### config.mk
export PLATFORM = sky130hd
export DESIGN_NAME = ball_physics_engine
export DESIGN_NICKNAME = d
export VERILOG_FILES = /design/src/rtl/ball_phys_pkg.sv /design/src/rtl/ball_physics_engine_axis.sv /design/src/rtl/ball_physics_engine.sv
export SDC_FILE = /design/constraint.sdc
export NUM_CORES = 1
export LEC_CHECK = 0
export ABC_AREA = 1
export BUFFER_PORTS_ARGS = -buffer_cell sky130_fd_sc_hd__buf_4
export CAP_MARGIN = 20
export CELL_PAD_IN_SITES_DETAIL_PLACEMENT = 0
export CELL_PAD_IN_SITES_GLOBAL_PLACEMENT = 1
export CORE_MARGIN = 5
export CORE_UTILIZATION = 47
export CTS_BUF_LIST = sky130_fd_sc_hd__clkbuf_8 sky130_fd_sc_hd__clkbuf_16
export DETAILED_ROUTE_END_ITERATION = 6
export GPL_ROUTABILITY_DRIVEN = 1
export GPL_TIMING_DRIVEN = 0
export MAX_ROUTING_LAYER = met4
export PLACE_DENSITY = 0.95
export SYNTH_ARGS = -nofsm -noshare
export SYNTH_HDL_FRONTEND = slang
export SYNTH_SLANG_ARGS = --single-unit
### constraint.sdc
create_clock -name clk -period 11.25 [get_ports clk]
set_clock_uncertainty 0.2 [all_clocks]
set_input_delay 0.5625 -clock clk [delete_from_list [all_inputs] [get_ports clk]]
set_output_delay 0.5625 -clock clk [all_outputs]
set_load 0.1 [all_outputs]
### src/rtl/ball_phys_pkg.sv
// Shared widths, fixed-point types, FSM encoding and velocity saturation for the ball physics engine.
// Positions and velocities are signed Q.FRAC_BITS; positions are carried at full intermediate width.
package ball_phys_pkg;

    localparam int unsigned FRAC_BITS = 4;
    localparam int unsigned POS_W     = 10 + FRAC_BITS;
    localparam int unsigned WIDE_W    = POS_W + 2;
    localparam int unsigned VEL_W     = 10;
    localparam int unsigned ACC_W     = 8;
    localparam int unsigned PIX_W     = 10;

    typedef logic signed [WIDE_W-1:0] pos_t;
    typedef logic signed [VEL_W-1:0]  vel_t;

    typedef enum logic [1:0] {
        ST_IDLE = 2'd0,
        ST_RUN  = 2'd1,
        ST_SWAP = 2'd2
    } fsm_state_e;

    // Clamp a wide signed velocity sum to +-vmax.
    function automatic vel_t sat_vel(input pos_t v, input pos_t vmax);
        vel_t r;
        if (v > vmax) begin
            r = vel_t'(vmax);
        end else if (v < -vmax) begin
            r = vel_t'(-vmax);
        end else begin
            r = vel_t'(v);
        end
        return r;
    endfunction

endpackage

### src/rtl/ball_physics_engine_axis.sv
// Combinational single-axis update: saturate velocity, integrate, clamp to walls with damped bounce.
// Optional friction term enabled by defining BALL_PHYS_FRICTION_EN.
module ball_axis_integrator
    import ball_phys_pkg::*;
#(
    parameter int unsigned VEL_MAX    = 255,
    parameter int unsigned DAMP_SHIFT = 2
) (
    input  logic [ACC_W-1:0]  accel_i,
    input  logic [WIDE_W-1:0] pos_i,
    input  logic [VEL_W-1:0]  vel_i,
    input  logic [WIDE_W-1:0] lo_i,
    input  logic [WIDE_W-1:0] hi_i,
    output logic [WIDE_W-1:0] pos_o,
    output logic [VEL_W-1:0]  vel_o
);

    pos_t p_cur;
    pos_t lo;
    pos_t hi;
    pos_t v_sum;
    pos_t p_sum;
    vel_t v_cur;
    vel_t v_sat;
    vel_t v_fin;
    vel_t v_bnc;
`ifdef BALL_PHYS_FRICTION_EN
    vel_t v_mag;
    vel_t v_fric;
`endif

    always_comb begin
        p_cur = $signed(pos_i);
        v_cur = $signed(vel_i);
        lo    = $signed(lo_i);
        hi    = $signed(hi_i);
        v_sum = pos_t'(v_cur) + pos_t'($signed(accel_i));
        v_sat = sat_vel(v_sum, pos_t'(VEL_MAX));
`ifdef BALL_PHYS_FRICTION_EN
        // Friction magnitude rounds toward zero; small coasting velocities die out.
        v_mag  = v_sat[VEL_W-1] ? -v_sat : v_sat;
        v_fric = v_mag >>> 5;
        v_fin  = v_sat[VEL_W-1] ? (v_sat + v_fric) : (v_sat - v_fric);
        if ((accel_i == '0) && (v_mag < vel_t'(32))) begin
            v_fin = '0;
        end
`else
        v_fin = v_sat;
`endif
        p_sum = p_cur + pos_t'(v_fin);
        v_bnc = -(v_fin - (v_fin >>> DAMP_SHIFT));

        pos_o = p_sum;
        vel_o = v_fin;
        if (p_sum < lo) begin
            pos_o = lo;
            vel_o = v_bnc;
        end else if (p_sum > hi) begin
            pos_o = hi;
            vel_o = v_bnc;
        end
    end

endmodule

### src/rtl/ball_physics_engine.sv
// Multi-ball physics engine: one ball per cycle per frame tick, double-buffered pixel outputs.
// Define BALL_PHYS_FRICTION_EN to add a velocity friction term in the axis integrator.
module ball_physics_engine
    import ball_phys_pkg::*;
#(
    parameter int unsigned NUM_BALLS     = 4,
    parameter int unsigned SCREEN_WIDTH  = 800,
    parameter int unsigned SCREEN_HEIGHT = 600,
    parameter int unsigned BALL_RADIUS   = 20,
    parameter int unsigned VEL_MAX       = 255,
    parameter int unsigned DAMP_SHIFT    = 2
) (
    input  logic                         clk,
    input  logic                         arst_n,
    input  logic                         i_tick,
    input  logic                         i_recenter,
    input  logic [NUM_BALLS*ACC_W-1:0]   i_accel_x,
    input  logic [NUM_BALLS*ACC_W-1:0]   i_accel_y,
    output logic [NUM_BALLS*PIX_W-1:0]   o_ball_x,
    output logic [NUM_BALLS*PIX_W-1:0]   o_ball_y,
    output logic                         o_busy,
    output logic                         o_frame_done,
    output logic                         o_overrun
);

    localparam int unsigned KW = (NUM_BALLS > 1) ? $clog2(NUM_BALLS) : 1;

    localparam pos_t CX   = pos_t'((SCREEN_WIDTH / 2) << FRAC_BITS);
    localparam pos_t CY   = pos_t'((SCREEN_HEIGHT / 2) << FRAC_BITS);
    localparam pos_t LO_X = pos_t'(BALL_RADIUS << FRAC_BITS);
    localparam pos_t LO_Y = pos_t'(BALL_RADIUS << FRAC_BITS);
    localparam pos_t HI_X = pos_t'((SCREEN_WIDTH - BALL_RADIUS) << FRAC_BITS);
    localparam pos_t HI_Y = pos_t'((SCREEN_HEIGHT - BALL_RADIUS) << FRAC_BITS);

    localparam logic [PIX_W-1:0] CX_PIX = PIX_W'(SCREEN_WIDTH / 2);
    localparam logic [PIX_W-1:0] CY_PIX = PIX_W'(SCREEN_HEIGHT / 2);

    fsm_state_e                    state_q, state_d;
    logic [KW-1:0]                 k_q, k_d;
    pos_t                          px_q [NUM_BALLS];
    pos_t                          px_d [NUM_BALLS];
    pos_t                          py_q [NUM_BALLS];
    pos_t                          py_d [NUM_BALLS];
    vel_t                          vx_q [NUM_BALLS];
    vel_t                          vx_d [NUM_BALLS];
    vel_t                          vy_q [NUM_BALLS];
    vel_t                          vy_d [NUM_BALLS];
    logic [NUM_BALLS*ACC_W-1:0]    ax_q, ax_d;
    logic [NUM_BALLS*ACC_W-1:0]    ay_q, ay_d;
    logic [NUM_BALLS*PIX_W-1:0]    ox_q, ox_d;
    logic [NUM_BALLS*PIX_W-1:0]    oy_q, oy_d;
    logic                          busy_q, busy_d;
    logic                          done_q, done_d;
    logic                          ovr_q, ovr_d;
    logic                          pend_q, pend_d;

    logic [WIDE_W-1:0]             px_new;
    logic [WIDE_W-1:0]             py_new;
    logic [VEL_W-1:0]              vx_new;
    logic [VEL_W-1:0]              vy_new;

    // Shared integrators operate on the ball selected by k_q.
    ball_axis_integrator #(
        .VEL_MAX    (VEL_MAX),
        .DAMP_SHIFT (DAMP_SHIFT)
    ) u_axis_x (
        .accel_i (ax_q[ACC_W*k_q +: ACC_W]),
        .pos_i   (px_q[k_q]),
        .vel_i   (vx_q[k_q]),
        .lo_i    (LO_X),
        .hi_i    (HI_X),
        .pos_o   (px_new),
        .vel_o   (vx_new)
    );

    ball_axis_integrator #(
        .VEL_MAX    (VEL_MAX),
        .DAMP_SHIFT (DAMP_SHIFT)
    ) u_axis_y (
        .accel_i (ay_q[ACC_W*k_q +: ACC_W]),
        .pos_i   (py_q[k_q]),
        .vel_i   (vy_q[k_q]),
        .lo_i    (LO_Y),
        .hi_i    (HI_Y),
        .pos_o   (py_new),
        .vel_o   (vy_new)
    );

    always_comb begin
        state_d = state_q;
        k_d     = k_q;
        px_d    = px_q;
        py_d    = py_q;
        vx_d    = vx_q;
        vy_d    = vy_q;
        ax_d    = ax_q;
        ay_d    = ay_q;
        ox_d    = ox_q;
        oy_d    = oy_q;
        done_d  = 1'b0;
        ovr_d   = ovr_q;
        pend_d  = pend_q;

        unique case (state_q)
            ST_IDLE: begin
                // Recenter has priority; a coincident tick is simply dropped.
                if (pend_q || i_recenter) begin
                    pend_d = 1'b0;
                    for (int b = 0; b < NUM_BALLS; b++) begin
                        px_d[b] = CX;
                        py_d[b] = CY;
                        vx_d[b] = '0;
                        vy_d[b] = '0;
                    end
                    ox_d = {NUM_BALLS{CX_PIX}};
                    oy_d = {NUM_BALLS{CY_PIX}};
                end else if (i_tick) begin
                    state_d = ST_RUN;
                    k_d     = '0;
                    ax_d    = i_accel_x;
                    ay_d    = i_accel_y;
                end
            end
            ST_RUN: begin
                px_d[k_q] = $signed(px_new);
                py_d[k_q] = $signed(py_new);
                vx_d[k_q] = $signed(vx_new);
                vy_d[k_q] = $signed(vy_new);
                if (i_tick) begin
                    ovr_d = 1'b1;
                end
                if (i_recenter) begin
                    pend_d = 1'b1;
                end
                if (k_q == KW'(NUM_BALLS - 1)) begin
                    state_d = ST_SWAP;
                end else begin
                    k_d = k_q + 1'b1;
                end
            end
            ST_SWAP: begin
                for (int b = 0; b < NUM_BALLS; b++) begin
                    ox_d[PIX_W*b +: PIX_W] = PIX_W'(px_q[b] >>> FRAC_BITS);
                    oy_d[PIX_W*b +: PIX_W] = PIX_W'(py_q[b] >>> FRAC_BITS);
                end
                if (i_tick) begin
                    ovr_d = 1'b1;
                end
                if (i_recenter) begin
                    pend_d = 1'b1;
                end
                done_d  = 1'b1;
                state_d = ST_IDLE;
            end
            default: begin
                state_d = ST_IDLE;
            end
        endcase

        busy_d = (state_d != ST_IDLE);
    end

    always_ff @(posedge clk) begin
        if (!arst_n) begin
            state_q <= ST_IDLE;
            k_q     <= '0;
            for (int b = 0; b < NUM_BALLS; b++) begin
                px_q[b] <= CX;
                py_q[b] <= CY;
                vx_q[b] <= '0;
                vy_q[b] <= '0;
            end
            ax_q    <= '0;
            ay_q    <= '0;
            ox_q    <= {NUM_BALLS{CX_PIX}};
            oy_q    <= {NUM_BALLS{CY_PIX}};
            busy_q  <= 1'b0;
            done_q  <= 1'b0;
            ovr_q   <= 1'b0;
            pend_q  <= 1'b0;
        end else begin
            state_q <= state_d;
            k_q     <= k_d;
            px_q    <= px_d;
            py_q    <= py_d;
            vx_q    <= vx_d;
            vy_q    <= vy_d;
            ax_q    <= ax_d;
            ay_q    <= ay_d;
            ox_q    <= ox_d;
            oy_q    <= oy_d;
            busy_q  <= busy_d;
            done_q  <= done_d;
            ovr_q   <= ovr_d;
            pend_q  <= pend_d;
        end
    end

    assign o_ball_x     = ox_q;
    assign o_ball_y     = oy_q;
    assign o_busy       = busy_q;
    assign o_frame_done = done_q;
    assign o_overrun    = ovr_q;

endmodule

==> metrics, run 1 <==
run status complete, no violations; clk slew on worst S/H paths 0.06 ns; Crit Path Class reg2reg; final period utilization ~70%; DRT antenna net count 0; Clock Path Buffers 3; Iter 0 DRT Violations 2507; fraction of layout cells with a size suffix above 1 8.857%; yosys warns 0; setup TNS 0 ns; total track usage a little under a third; delay of the slowest critical-path stage approximately 0.57 ns; CTS resizes 0; Ant. Diodes 0; Critical Path RT around 12 ns; crit path launch type flip-flop; Placer Congestion 0.9785; Clk Latency, worst-skew pair around 0.56 ns; total CTS buffers 39; CP Capture Type flip-flop; Die W approximately 210 um; drt via density between 5 and 6; Leak around 9.0 nW; total gr overflow 0; chip height 210.2 um; Initial Util 47.41%; Num Clock Sinks 360; peak supply drop about 220 uV; Post-Syn Area 18840 um^2; Placeable Area about 40000 um^2; number of core rows between 70 and 80; die area about 44000 um^2; Post-Route Utilization around 55%; Via Count roughly 20000; detailed-route wire length 69700 um; # setup viols final 0; cts-stage hold buffer count 0; max_cap viols 0; 1st-pass router iterations 6; initial antenna violation count 0; Max Slew Vio Count 0; WL/cell roughly 20 um; Tmin final roughly 7.8 ns; fillers between 3000 and 4000; number of global-route vias before repair a little under 20000; dpl hpwl 52380 um; CP arrival 8.02 ns; Yosys reg bits between 300 and 400; root buf cell clkbuf_16; CTS tree yes; htree depth 2; relative slew slack approximately a quarter; Slew @ Worst Pin between 1 and 1.5 ns; Post-CTS Setup Inserts 0; first-pass GRT wire length 107700 um; number of port buffers 149; Avg Cell Area, Syn 6.800 um^2; P&R area growth vs syn 16.61%; Power Density approximately 280 nW/um^2; Most common cell on crit path nand2_1; DRC Markers 0; Hold Path Class in2reg; Mapped Nets a little under 3000; Ports between 150 and 200; Netlist cell types 43; slowest CP cell clkbuf_1; fmax ~130 MHz; Cells after Synth roughly 2800; Layout Nets between 3000 and 4000; CP Max Fanout 10; RSZ-0062 raised after global routing false; R2R Setup Slk between 3 and 4 ns; largest net degree at the start of global routing 14; final hold vios 0; register area share after synthesis between 30% and 40%
==> power breakdown <==
part | switching, mW | leakage (nW) | internal (mW) | total, mW
logic | 2.37 | 5.41 | 0.995 | 3.36
registers | 0.0411 | 2.91 | 1.33 | 1.37
clock network | 0.542 | 0.701 | 0.795 | 1.34
total | 2.95 | 9.03 | 3.12 | 6.07
==> routing by layer <==
layer / up-vias / part of all wire (%) / track usage [%]
li1: 9723 / - / -
met1: 9446 / 41 / 40.83
met2: 1113 / 44 / 48.05
met3: 226 / 10 / 5.179
met4: 0 / 5.3 / 14.09
met5: - / 0 / -
==> sequential cells by signal, indices dropped and copies added, names as in the netlist, 2 cells and up <==
signal	flops
px_q	64
py_q	64
o_ball_x	40
o_ball_y	40
vx_q	40
vy_q	40
ax_q	32
ay_q	32
k_q	2
state_q	2
==> metrics by stage <==
stage	instances	hold WS (ns)	setup WS (ns)	power, mW	instance area, um^2
floorplan	2770	0.2115	5.667	3.765	18840
global placement	3444	0.2168	3.842	4.620	20610
detailed placement	3445	0.2207	3.672	4.664	20620
CTS	3517	0.09182	3.658	5.991	21970
global route	3517	0.09738	2.966	6.489	21970
finish	3517	0.09521	3.492	6.070	21970
==> area by class of cell <==
class	count	area [um^2]	share of cell area, %
multi-input cells	2062	10270	46.76
flip-flops and latches	360	7207	32.81
repair buffers	150	1130	5.144
clock buffers	48	1111	5.058
plain buffers	181	730.7	3.326
well taps	525	656.9	2.990
inverters	167	626.9	2.854
clock inverters	24	231.5	1.054
==> synthesized netlist by cell type (all sizes together) <==
library cell | instances | area share [%]
clkbuf | 147 | 2.9
nor2 | 233 | 4.8
xor2 | 18 | 0.84
a31oi | 3 | 0.13
o211ai | 3 | 0.12
a21boi | 1 | 0.060
nor4 | 1 | 0.033
nand3b | 7 | 0.28
o22ai | 92 | 3.1
a32oi | 2 | 0.093
nor3 | 13 | 0.35
o21ai | 199 | 5.3
or2 | 3 | 0.10
dfxtp | 360 | 38
o31ai | 1 | 0.040
buf | 34 | 0.95
fa | 6 | 0.64
a211oi | 2 | 0.080
o21a | 2 | 0.080
xnor2 | 8 | 0.37
o21bai | 8 | 0.32
nand4 | 19 | 0.71
a21o | 4 | 0.16
o311ai | 1 | 0.047
ha | 75 | 5.0
inv | 166 | 3.3
nand3 | 305 | 8.2
nand2 | 675 | 14
a21oi | 381 | 10
clkinv | 1 | 0.020
==> worst max-delay path: cells and delay by family, from the launching register on <==
family | cells | cell delay [ns]
compound gates | 3 | 0.64
fa+ha+maj | 3 | 1.19
buf+inv | 7 | 2.34
flops | 1 | 0.37
simple gates | 20 | 2.90
==> placed cells by master (no fill, tap or decap), drive strengths merged <==
master / n
nor2: 233
or2: 3
clkbuf: 195
a21o: 4
o31ai: 1
o21bai: 8
nor4: 1
nand3: 305
o21a: 2
nand4: 19
fa: 6
inv: 178
o311ai: 1
bufinv: 4
buf: 184
nand3b: 7
o211ai: 3
a32oi: 2
a31oi: 3
o21ai: 199
xor2: 18
clkinv: 8
clkinvlp: 1
xnor2: 8
dfxtp: 360
nand2: 675
a21boi: 1
ha: 75
a21oi: 381
o22ai: 92
a211oi: 2
nor3: 13
==> cells by family after synthesis <==
group	share of synthesized area (%)
and+or+nand+nor	28.09
AOI/OAI and AO/OA	19.61
DFF	38.26
buffers and inverters	7.207
adders and majority gates	5.619
xor gates and xnor gates	1.209
==> path summary, 6_finish.rpt <==
check / start / to / cells after the start
max: k_q[0]$_SDFFE_PN0P_ / py_q[38]$_SDFFE_PN1P_ / 33
min: i_accel_x[30] / ax_q[30]$_SDFFE_PN0P_ / 3
max reg2reg: k_q[0]$_SDFFE_PN0P_ / py_q[38]$_SDFFE_PN1P_ / 33
min reg2reg: px_q[14]$_SDFFE_PN0P_ / px_q[14]$_SDFFE_PN0P_ / 2
Note: power is estimated with default switching activity, not from simulation.
==> run 2, diff against run 1 <==
- ABC_AREA: 1 -> 0
- CORE_UTILIZATION: 47 -> 46
- PLACE_DENSITY: 0.95 -> 0.89
- clock period: 11.25 -> 7.6 ns (I/O delays scaled with it)
==> metrics, run 2 <==
# setup viols final 0; total track usage roughly 27%; CTS tree yes; Post-Route Utilization 58.21%; drt via density 5.988; initial antenna violation count 2; relative slew slack about a quarter; Layout Nets about 2400; fraction of layout cells with a size suffix above 1 ~17%; Avg Cell Area, Syn about 9.0 um^2; post-synth top area share 41.00%; crit path launch type flip-flop; register area share after synthesis roughly 41%; final setup margin 0.1990 ns; DP Cell Count approximately 2600; Slew @ Worst Pin between 1 and 1.5 ns; max_cap viols 0; clk slew on worst S/H paths approximately 0.060 ns; most numerous cell in the Yosys netlist dfxtp_1; WL/cell 21.04 um; first-pass GRT wire length roughly 88000 um; CP Max Fanout 11; final hold vios 0; root buf cell clkbuf_16; Largest regs px_q x64, py_q x64; Finished Cell Area between 20000 and 25000 um^2; Mapped Nets around 2100; R2R Setup Slk slightly below 0.2 ns; Yosys reg bits between 300 and 400; placed inst area roughly 19000 um^2; Placeable Area approximately 38000 um^2; largest net degree at the start of global routing 14; commonest non-fill, non-tap cell in the layout dfxtp_1; async set or reset register ratio after synthesis 0%; EDFF count, synth 0; fillers around 3300; Die W between 200 and 250 um; Crit Path Class reg2reg; Netlist cell types 75; setup TNS 0 ns; CP Capture Type flip-flop; Hold Path Class reg2reg; Power Density about 260 nW/um^2; Leak ~8.5 nW; yosys warns 0; detailed-route wire length 58160 um; Iter 0 DRT Violations between 1500 and 2000; Initial Util about 47%; Cells after Synth 1946; Critical Path RT roughly 8 ns; fmax about 140 MHz; chip height a little over 200 um; Via Count around 17000; Clock Path Buffers 3; number of core rows between 70 and 80; peak supply drop approximately 190 uV; Placer Congestion roughly 0.92; Non-Filler Instances ~2800; main flop type after synthesis dfxtp_1; die area ~42000 um^2; DRT antenna net count 0; Ports around 150; Num Clock Sinks between 300 and 400; P&R area growth vs syn 24.73%; run status complete, no violations; number of global-route vias before repair 16213; most frequent cells in the layout 359 x dfxtp_1, 313 x nand2_1, 169 x buf_4; hold slack between 0.2 and 0.3 ns; Post-Syn Area roughly 18000 um^2; number of port buffers 150; CP arrival about 7.6 ns; Place WS -1.589 ns; Max Slew Vio Count 0; Clk Latency, worst-skew pair roughly 0.53 ns; total CTS buffers 39; DRC Markers 0; Tmin final about 7.4 ns; total gr overflow 0; top cells by count, synth 360 x dfxtp_1, 313 x nand2_1, 161 x nor2_1; Yosys top cell by area dfxtp_1; dpl hpwl 41780 um; Tot Pwr roughly 5.6 mW; top area cells in the synthesized netlist dfxtp_1 41%, mux4_2 8.7%, nand2_1 6.7%; htree depth 2; final period utilization roughly 97%; 1st-pass router iterations 6
[run 2: what timing repair did]
action / in CTS / in global routing
buffers inserted: 4 / 10
hold buffers: 66 / 0
pin swaps: 6 / 16
resized for setup: 76 / 52
hold endpoints to repair: 66 / 0
setup endpoints to repair: 192 / 172
cloned: 1 / 0
[run 2: path summary, 6_finish.rpt]
kind | startpoint | end | depth (start not counted)
worst max register to register | k_q[0]$_SDFFE_PN0P_ | vx_q[2]$_SDFFE_PN0P_ | 27
worst min register to register | ax_q[16]$_SDFFE_PN0P_ | ax_q[16]$_SDFFE_PN0P_ | 2
worst min-delay path | ax_q[16]$_SDFFE_PN0P_ | ax_q[16]$_SDFFE_PN0P_ | 2
worst max-delay path | k_q[0]$_SDFFE_PN0P_ | vx_q[2]$_SDFFE_PN0P_ | 27
[run 2: worst max-delay path, stage by stage (launching register included)]
cell and delay (ns):
dfxtp_2 0.37, buf_8 0.15, buf_8 0.14, buf_16 0.15, mux4_2 0.54, ha_2 0.22, fa_1 0.40, a21o_1 0.21
a311o_1 0.38, a41o_1 0.23, nand2_1 0.12, a31oi_4 0.18, inv_4 0.23, o21ai_0 0.15, a21oi_2 0.25, inv_1 0.11
ha_1 0.32, clkbuf_1 0.24, a21o_1 0.27, a2111oi_4 0.46, and2_1 0.21, a21oi_1 0.08, xor2_1 0.18, a311o_1 0.43
a221oi_4 0.37, buf_6 0.24, mux2i_4 0.30, o21ai_0 0.10
[run 2: kinds of logic after synthesis]
kind of cell	count (synthesis)	synth area share, %
buf+inv	175	3.922
xor+xnor	47	2.342
compound gates	577	21.69
simple gates	615	14.99
mux	91	10.04
fa+ha+maj	81	6.021
flops	360	41.00
[run 2: layer usage]
metal  up-vias  GRT usage [%]  routed length, um
li1       7662              -                  -
met1      8054          34.28              23940
met2       698          44.22              27540
met3       137          5.595               4724
met4         0          9.306               1961
met5         -              -                  0
[run 2: area by class of cell]
cell class | count | area (um^2) | area share, %
diodes | 2 | 5.005 | 0.02283
plain buffers | 129 | 618.1 | 2.819
clock buffers | 47 | 1109 | 5.056
clock inverters | 23 | 186.4 | 0.8503
inverters | 46 | 175.2 | 0.7989
multi-input cells | 1411 | 10020 | 45.70
flip-flops and latches | 360 | 7208 | 32.87
well taps | 511 | 639.4 | 2.916
repair buffers | 235 | 1966 | 8.965
[run 2: where the power goes]
| part | internal, mW | leakage (nW) | switching (mW) | total [mW] |
|---|---|---|---|---|
| Clock | 1.14 | 0.677 | 0.783 | 1.92 |
| Sequential | 1.92 | 2.91 | 0.0202 | 1.94 |
| Combinational | 0.670 | 4.91 | 1.07 | 1.73 |
